===== src/rtl/regfile_pkg.sv =====
// regfile_pkg: shared widths, register-zero index and write-back source encoding
package regfile_pkg;
  localparam int DATA_W = 32;
  localparam int ADDR_W = 5;
  localparam int NUM_REGS = 32;
  localparam logic [ADDR_W-1:0] REG_ZERO = '0;
  typedef enum logic {SRC_PIPE = 1'b0, SRC_LONG = 1'b1} src_e;
endpackage


===== src/rtl/regfile_wb_scheduler_if.sv =====
// regfile_wb_scheduler_if: request, issue, operand and register-file write bundle
interface regfile_wb_scheduler_if #(
  parameter int DATA_W = regfile_pkg::DATA_W,
  parameter int ADDR_W = regfile_pkg::ADDR_W
);
  logic issue_valid;
  logic [ADDR_W-1:0] issue_reg;
  logic issue_ready;
  logic req0_valid;
  logic [ADDR_W-1:0] req0_reg;
  logic [DATA_W-1:0] req0_data;
  logic req0_ready;
  logic req1_valid;
  logic [ADDR_W-1:0] req1_reg;
  logic [DATA_W-1:0] req1_data;
  logic req1_ready;
  logic [ADDR_W-1:0] rs_addr;
  logic [ADDR_W-1:0] rt_addr;
  logic rs_busy;
  logic rt_busy;
  logic hazard_stall;
  logic rf_reg_write;
  logic [ADDR_W-1:0] rf_write_reg;
  logic [DATA_W-1:0] rf_write_data;
  modport master (
    output issue_valid, issue_reg, req0_valid, req0_reg, req0_data,
           req1_valid, req1_reg, req1_data, rs_addr, rt_addr,
    input  issue_ready, req0_ready, req1_ready, rs_busy, rt_busy, hazard_stall,
           rf_reg_write, rf_write_reg, rf_write_data
  );
  modport slave (
    input  issue_valid, issue_reg, req0_valid, req0_reg, req0_data,
           req1_valid, req1_reg, req1_data, rs_addr, rt_addr,
    output issue_ready, req0_ready, req1_ready, rs_busy, rt_busy, hazard_stall,
           rf_reg_write, rf_write_reg, rf_write_data
  );
endinterface


===== src/rtl/wb_rr_arbiter.sv =====
// wb_rr_arbiter: 2-way round-robin grant; prio flips to the other side after any grant
module wb_rr_arbiter
  import regfile_pkg::*;
(
  input  logic       clk,
  input  logic       reset,
  input  logic [1:0] valid,
  output logic [1:0] grant
);
  src_e prio;
  assign grant[0] = valid[0] && (!valid[1] || prio == SRC_PIPE);
  assign grant[1] = valid[1] && (!valid[0] || prio == SRC_LONG);
  // pointer moves away from whoever was just served, holds when idle
  always_ff @(posedge clk)
    if (reset) prio <= SRC_PIPE;
    else if (|grant) prio <= grant[0] ? SRC_LONG : SRC_PIPE;
endmodule


===== src/rtl/regfile_wb_scheduler.sv =====
// regfile_wb_scheduler: shares the register-file write port and tracks long-latency destinations
module regfile_wb_scheduler
  import regfile_pkg::*;
#(
  parameter int DATA_W = 32,
  parameter int ADDR_W = 5
) (
  input logic clk,
  input logic reset,
  regfile_wb_scheduler_if.slave b
);
  logic [1:0] grant;
  logic [ADDR_W-1:0] sel_reg;
  logic [DATA_W-1:0] sel_data;
  logic [(1<<ADDR_W)-1:0] busy, busy_nxt;
  logic issue_set;
  src_e src;
  wb_rr_arbiter u_arb (
    .clk   (clk),
    .reset (reset),
    .valid ({b.req1_valid, b.req0_valid}),
    .grant (grant)
  );
  assign b.req0_ready = grant[0];
  assign b.req1_ready = grant[1];
  assign sel_reg = grant[1] ? b.req1_reg : b.req0_reg;
  assign sel_data = grant[1] ? b.req1_data : b.req0_data;
  assign b.issue_ready = !busy[b.issue_reg];
  assign b.rs_busy = busy[b.rs_addr];
  assign b.rt_busy = busy[b.rt_addr];
  assign b.hazard_stall = b.rs_busy | b.rt_busy;
  assign issue_set = b.issue_valid && b.issue_ready && b.issue_reg != ADDR_W'(REG_ZERO);
  // clear on the committing edge of a long-latency write, set applied last so it wins
  always_comb begin
    busy_nxt = busy;
    if (b.rf_reg_write && src == SRC_LONG) busy_nxt[b.rf_write_reg] = 1'b0;
    if (issue_set) busy_nxt[b.issue_reg] = 1'b1;
    busy_nxt[0] = 1'b0;
  end
  // scoreboard register
  always_ff @(posedge clk)
    if (reset) busy <= '0;
    else busy <= busy_nxt;
  // write port stage: load the granted request, drop the enable when idle
  always_ff @(posedge clk)
    if (reset) begin
      b.rf_reg_write <= 1'b0;
      b.rf_write_reg <= '0;
      b.rf_write_data <= '0;
      src <= SRC_PIPE;
    end else if (|grant) begin
      b.rf_reg_write <= sel_reg != ADDR_W'(REG_ZERO);
      b.rf_write_reg <= sel_reg;
      b.rf_write_data <= sel_data;
      src <= grant[1] ? SRC_LONG : SRC_PIPE;
    end else
      b.rf_reg_write <= 1'b0;
endmodule

===== src/flat_wrapper.sv =====
// flat-port wrapper written by rule: the top's interface ports become plain ports
module regfile_wb_scheduler_flat import regfile_pkg::*;
#(
  parameter int DATA_W = 32,
  parameter int ADDR_W = 5
)
  (clk, reset, b_issue_valid, b_issue_reg, b_req0_valid, b_req0_reg, b_req0_data, b_req1_valid, b_req1_reg, b_req1_data, b_rs_addr, b_rt_addr, b_issue_ready, b_req0_ready, b_req1_ready, b_rs_busy, b_rt_busy, b_hazard_stall, b_rf_reg_write, b_rf_write_reg, b_rf_write_data);
  regfile_wb_scheduler_if #(.DATA_W(DATA_W), .ADDR_W(ADDR_W)) b_i ();
  input logic clk;
  input logic reset;
  input wire logic [$bits(b_i.issue_valid)-1:0] b_issue_valid;
  input wire logic [$bits(b_i.issue_reg)-1:0] b_issue_reg;
  input wire logic [$bits(b_i.req0_valid)-1:0] b_req0_valid;
  input wire logic [$bits(b_i.req0_reg)-1:0] b_req0_reg;
  input wire logic [$bits(b_i.req0_data)-1:0] b_req0_data;
  input wire logic [$bits(b_i.req1_valid)-1:0] b_req1_valid;
  input wire logic [$bits(b_i.req1_reg)-1:0] b_req1_reg;
  input wire logic [$bits(b_i.req1_data)-1:0] b_req1_data;
  input wire logic [$bits(b_i.rs_addr)-1:0] b_rs_addr;
  input wire logic [$bits(b_i.rt_addr)-1:0] b_rt_addr;
  output wire logic [$bits(b_i.issue_ready)-1:0] b_issue_ready;
  output wire logic [$bits(b_i.req0_ready)-1:0] b_req0_ready;
  output wire logic [$bits(b_i.req1_ready)-1:0] b_req1_ready;
  output wire logic [$bits(b_i.rs_busy)-1:0] b_rs_busy;
  output wire logic [$bits(b_i.rt_busy)-1:0] b_rt_busy;
  output wire logic [$bits(b_i.hazard_stall)-1:0] b_hazard_stall;
  output wire logic [$bits(b_i.rf_reg_write)-1:0] b_rf_reg_write;
  output wire logic [$bits(b_i.rf_write_reg)-1:0] b_rf_write_reg;
  output wire logic [$bits(b_i.rf_write_data)-1:0] b_rf_write_data;
  assign b_i.issue_valid = b_issue_valid;
  assign b_i.issue_reg = b_issue_reg;
  assign b_i.req0_valid = b_req0_valid;
  assign b_i.req0_reg = b_req0_reg;
  assign b_i.req0_data = b_req0_data;
  assign b_i.req1_valid = b_req1_valid;
  assign b_i.req1_reg = b_req1_reg;
  assign b_i.req1_data = b_req1_data;
  assign b_i.rs_addr = b_rs_addr;
  assign b_i.rt_addr = b_rt_addr;
  assign b_issue_ready = b_i.issue_ready;
  assign b_req0_ready = b_i.req0_ready;
  assign b_req1_ready = b_i.req1_ready;
  assign b_rs_busy = b_i.rs_busy;
  assign b_rt_busy = b_i.rt_busy;
  assign b_hazard_stall = b_i.hazard_stall;
  assign b_rf_reg_write = b_i.rf_reg_write;
  assign b_rf_write_reg = b_i.rf_write_reg;
  assign b_rf_write_data = b_i.rf_write_data;
  regfile_wb_scheduler #(.DATA_W(DATA_W), .ADDR_W(ADDR_W)) u_core (.clk(clk), .reset(reset), .b(b_i));
endmodule

===== config.mk =====
export PLATFORM = sky130hd
export DESIGN_NAME = regfile_wb_scheduler_flat
export DESIGN_NICKNAME = d
export VERILOG_FILES = /design/src/rtl/regfile_pkg.sv /design/src/rtl/regfile_wb_scheduler_if.sv /design/src/rtl/wb_rr_arbiter.sv /design/src/rtl/regfile_wb_scheduler.sv /design/src/flat_wrapper.sv
export SDC_FILE = /design/constraint.sdc
export NUM_CORES = 1
export LEC_CHECK = 0
export ABC_AREA = 0
export BUFFER_PORTS_ARGS = -buffer_cell sky130_fd_sc_hd__buf_4
export CAP_MARGIN = 20
export CORE_ASPECT_RATIO = 1.25
export CORE_MARGIN = 2
export CORE_UTILIZATION = 35
export CTS_BUF_LIST = sky130_fd_sc_hd__clkbuf_8
export DETAILED_ROUTE_END_ITERATION = 7
export SLEW_MARGIN = 10
export SYNTH_ARGS = -nofsm -noshare
export SYNTH_HDL_FRONTEND = slang
export SYNTH_HIERARCHICAL = 1
export SYNTH_SLANG_ARGS = --single-unit

===== constraint.sdc =====
create_clock -name clk -period 3.2 [get_ports clk]
set_input_delay 0.32 -clock clk [delete_from_list [all_inputs] [get_ports clk]]
set_output_delay 0.32 -clock clk [all_outputs]
set_load 0.1 [all_outputs]

# ---- Word-level counts from Yosys, hierarchy flattened
# Cells that the tools add are included.
dict set report totals {
  inputBits 94
  out_inout_bits 44
  reg_bits 72
}
dict set report classes {
  n_bitwise 6
  reduce_logical 16
  mux 16
  magnitude_cmp 6
}
# op n
set ops {}
lappend ops {{$mux 32} 3}
lappend ops {{$and 32x32->32} 1}
lappend ops {{$not 32->32} 1}
lappend ops {{$or 32x32->32} 1}
lappend ops {{$lt 5x6->1 const B} 4}
lappend ops {{$bmux 1 s5} 3}
lappend ops {{$demux 1 s5} 2}
lappend ops {{$ge 5x1->1 const B} 2}
lappend ops {{$reduce_bool 5->1} 2}
lappend ops {{$logic_and 1x1->1} 7}
lappend ops {{$mux 1} 7}
lappend ops {{$mux 5} 1}
lappend ops {{$reduce_or 2->1} 2}
lappend ops {{$logic_not 1->1} 3}
lappend ops {{$logic_or 1x1->1} 2}
lappend ops {{$not 1->1} 2}
lappend ops {{$or 1x1->1} 1}

# ---- Depth between registers and ports, before layout
dict set report logic_depth {
  depth_word 9
  mapped_depth 8
  depth_no_buf 5
}

# ---- Hierarchy
# Netlist, hierarchy kept.
# module area_each_um2 n_inst seq_area_each_um2 cells_each
set modules_own_cells {}
lappend modules_own_cells {regfile_wb_scheduler 4055.1 1 1401.3 478}
lappend modules_own_cells {wb_rr_arbiter 58.8 1 20.0 6}

# ---- Least setup slack after synthesis
# Ideal clock, no wire load.
dict set report synth_timing {
  path_type {input to output}
  from {input port b_issue_reg[1]}
  to {output port b_issue_ready}
  cell_stages 5
  arrival_time_ns 6.142
  setup_slack_ns -3.262
  path_buffers 2
  t_required_ns 2.880
  cell_sequence {clkbuf_1 -> clkbuf_1 -> mux4_2 -> a32o_1 -> a2111oi_0}
}
dict set report synth_via {
  elab_chain_cells 3
}
# element line
set synth_lines {}
lappend synth_lines {{start: declaration} flat_wrapper.sv:12} ;# input wire logic [$bits(b_i.issue_reg)-1:0] b_issue_reg;
lappend synth_lines {{$bmux 1 s5} regfile_wb_scheduler.sv:28} ;# assign b.issue_ready = !busy[b.issue_reg];
lappend synth_lines {{$mux 1 (not written as such)} regfile_wb_scheduler.sv:28}
lappend synth_lines {{$logic_not 1->1} regfile_wb_scheduler.sv:28}
lappend synth_lines {{end: declaration} flat_wrapper.sv:21} ;# output wire logic [$bits(b_i.issue_ready)-1:0] b_issue_ready;
# Every way passes these cells. The select of a mux whose other input is x is not followed.

# ---- Worst setup path in the final report
dict set report layout_timing {
  from {register u_core.busy[17]}
  to {output port b_hazard_stall}
}
dict set report layout_via {
  elab_chain_cells 3
  word_cells_on_any_way 5
}
# element line
set layout_lines {}
lappend layout_lines {{start: declaration} regfile_wb_scheduler.sv:15} ;# logic [(1<<ADDR_W)-1:0] busy, busy_nxt;
lappend layout_lines {{start signal: assignment} regfile_wb_scheduler.sv:43} ;# else busy <= busy_nxt;
lappend layout_lines {{$bmux 1 s5 (on tied branches)} {regfile_wb_scheduler.sv:29, regfile_wb_scheduler.sv:30}}
lappend layout_lines {{$mux 1 (on tied branches)} {regfile_wb_scheduler.sv:29, regfile_wb_scheduler.sv:30}}
lappend layout_lines {{$or 1x1->1 (*)} regfile_wb_scheduler.sv:31} ;# assign b.hazard_stall = b.rs_busy | b.rt_busy;
lappend layout_lines {{end: declaration} flat_wrapper.sv:26} ;# output wire logic [$bits(b_i.hazard_stall)-1:0] b_hazard_stall;
# Every way passes the cells marked *; elsewhere a longest branch is shown, timed or not. The select of a mux whose other input is x is not followed.

==> flow_summary.yaml <==
floorplanning:
  die_y_um: 125
  rows: 44
  initial_utilization_pct: 35.6
  pin_count: 138
  fp.dieW_um: 101
  core_sq_um: 11600
  dieArea_sq_um: 12600
setup_path:
  start_kind: "flop"
  path_max_fanout: 4
  arrival_ps: 2520
  worst_ep_required_time_ps: 2880
  path_class: "reg -> out"
  end_kind: "primary output"
sta:
  max_freq_ghz: 0.352
  min_period_over_period_pct: 88.8
  slew_viol_final: 0
  min_period_ps: 2840
  hold_violations: 0
  grt_setup_unrepaired: "no"
  setup_tns_ps: 0
  finalSetupViolations: 0
  clock_skew_ps: 8.96
  tightest_slew_ps: 783
  relSlewSlack_pct: 47.8
place:
  dp_cells: 721
  io_buffers: 137
  place.gp.congestion: 0.899
  dp_hpwl_um: 9240
  dpl_cell_area_sq_um: 5200
cts:
  numCtsBuffers: 9
  clk_pin_slew_ps: 80
  clock_latency_ps: 350
  clockRootBuffer: "clkbuf_8"
  cts_tree: "yes"
  cts_resized: 0
  cts.htree.levels: 3
  clockBufferDepth: 2
  cts_hold_buffers: 0
  clock-sinks: 71
  cts_setup_buffers: 0
cells_and_area:
  drive_gt1_share_pct: 30.2
  n_fill_cell: 1136
  multiInputGateArea_sq_um: 2530
  design_area_sq_um: 5370
  num_antenna_cells: 0
  nNetsFinal: 688
  synthToLayoutAreaGrowth_pct: 30.6
  final_util_pct: 46.5
  finalNonFillerCells: 737
  seqCellArea_sq_um: 1420
  largest_reg_flops: 32
logic_synthesis:
  synth-warning-count: 6
  synth-seq-area-share_pct: 34.5
  syn_nets: 578
  syn_area_per_cell_sq_um: 8.50
  asyncSetResetFlopFracSynth_pct: 0
  yosysUniqueCellTypes: 41
  ys_ff_latch: 71
  synth_area_sq_um: 4110
  synth_edf_count: 0
  ys.flop_type: "dfxtp_1"
  syn_inst: 484
global_routing:
  antenna_found_initial: 0
  grt_max_degree: 76
  grt_pass1_vias: 3986
  gr-total-overflow: 0
  grt_pass1_wl_um: 20500
  grt_usage_pct: 20.4
pwr:
  p_per_area_nw_per_um2: 439
  peakVddDrop_uv: 263
  swShare_pct: 37.5
  p_int_mw: 1.47
  pwr-share-seq_pct: 41.0
  pwr-share-clk_pct: 27.8
  combPwrFrac_pct: 31.2
  p_sw_mw: 0.885
  p_leak_nw: 2.30
outcome:
  status: "finished, final reports clean"
drt:
  drc: 0
  drt_iter0_markers: 213
  wirelength_um: 12800
  viasPerCell: 5.52
  routedWlPerCell_um: 17.4
  firstDrtPassIters: 5
  vias: 4066
  drt.antenna.violating_nets: 0
flow_run:
  maxCapViolCount: 0
min_path:
  hp-class: "in -> reg"
final timing paths:
path | end | slack, ps | depth (start not counted) | start
worst max register to register | u_core/b.rf_write_reg[1] | 1490 | 6 | u_core/u_arb/prio
worst min-delay path | u_core/b.rf_write_data[24] | 190 | 3 | b_req1_data[24]
worst min register to register | u_core/busy[3] | 510 | 2 | u_core/busy[3]
worst max-delay path | b_hazard_stall | 360 | 6 | u_core/busy[17]
cell usage in the layout, fill, tap and decap left out, types with 2 or more instances in the layout:
cell,instances
nor3_1,7
a2111oi_0,2
o22ai_1,2
inv_1,5
mux2i_1,44
mux4_1,5
or3_1,4
nor2_1,87
buf_4,138
o21ai_0,46
nand2b_1,8
nor3b_1,7
nand3_1,4
dfxtp_1,71
mux4_2,13
mux2_2,6
nand3b_1,18
clkinv_2,4
o31ai_1,2
nor2b_1,20
a221oi_1,2
a21oi_1,46
nor4b_1,2
clkbuf_8,11
nand2_1,24
or4_1,3
or3b_2,2
power groups by stage:
stage / sequential (mW) / clock (mW) / combinational, mW
finish: 0.968 / 0.656 / 0.736
global route: 0.974 / 0.719 / 0.778
CTS: 0.967 / 0.678 / 0.739
detailed placement: 0.986 / 0 / 0.738
global placement: 0.985 / 0 / 0.730
floorplan: 1.24 / 0 / 0.273
cell type report:
cell class | count | area share, %
Timing Repair Buffer | 139 | 19.7
Tap cell | 138 | 3.21
Clock buffer | 11 | 2.82
Clock inverter | 5 | 0.443
Multi-Input combinational cell | 369 | 47.1
Sequential cell | 71 | 26.5
Inverter | 4 | 0.280
metal layers:
layer	vias to the layer above	part of all wire [%]	GRT usage, %
met4	0	2.5	7.71
li1	1945	-	-
met3	32	10	7.60
met5	-	0	0
met1	1864	40	24.6
met2	225	47	33.1
per-stage QoR:
step	setup WS [ps]	power (mW)	hold slack, ps
final	359	2.36	189
after detailed placement	490	1.72	498
after CTS	345	2.38	173
after global routing	249	2.47	170
after floorplan	226	1.51	389
after global placement	510	1.72	497
cell families (layout without fill, tap and decap cells):
group	Yosys count	in the layout	share of synthesized area, %
buffers and inverters	44	159	4.68
multiplexers	68	68	22.7
flip-flops	71	71	34.5
AO/OA/AOI/OAI	107	107	14.1
AND/OR/NAND/NOR	194	194	24.0
cells in the mapped netlist (2+ instances only):
library cell,count,area [sq um]
nand3_1,4,20.0
mux2_2,6,67.6
clkbuf_1,31,116
nor2b_1,20,125
or3b_2,2,17.5
nand2b_1,8,50.1
inv_1,4,15.0
mux4_2,13,293
a2111oi_0,3,26.3
or3_1,4,25.0
o22ai_1,2,12.5
nor4b_1,2,17.5
nor2_1,87,327
nor3b_1,7,52.6
o31ai_1,2,15.0
nand3b_1,18,135
a21oi_1,46,230
mux4_1,5,131
buf_6,3,33.8
buf_1,2,7.51
nor3_1,7,35.0
a221oi_1,2,17.5
mux2i_1,44,440
buf_2,4,20.0
o21ai_0,47,235
nand2_1,24,90.1
dfxtp_1,71,1420
or4_1,3,22.5
worst max-delay path: stages (launching register included):
cell and delay, ps:
dfxtp_1 340, mux4_1 510, inv_1 70, a2111oi_0 110
or4_4 530, or3b_1 380, buf_4 240
No activity file was read; power rests on OpenSTA's default activity.
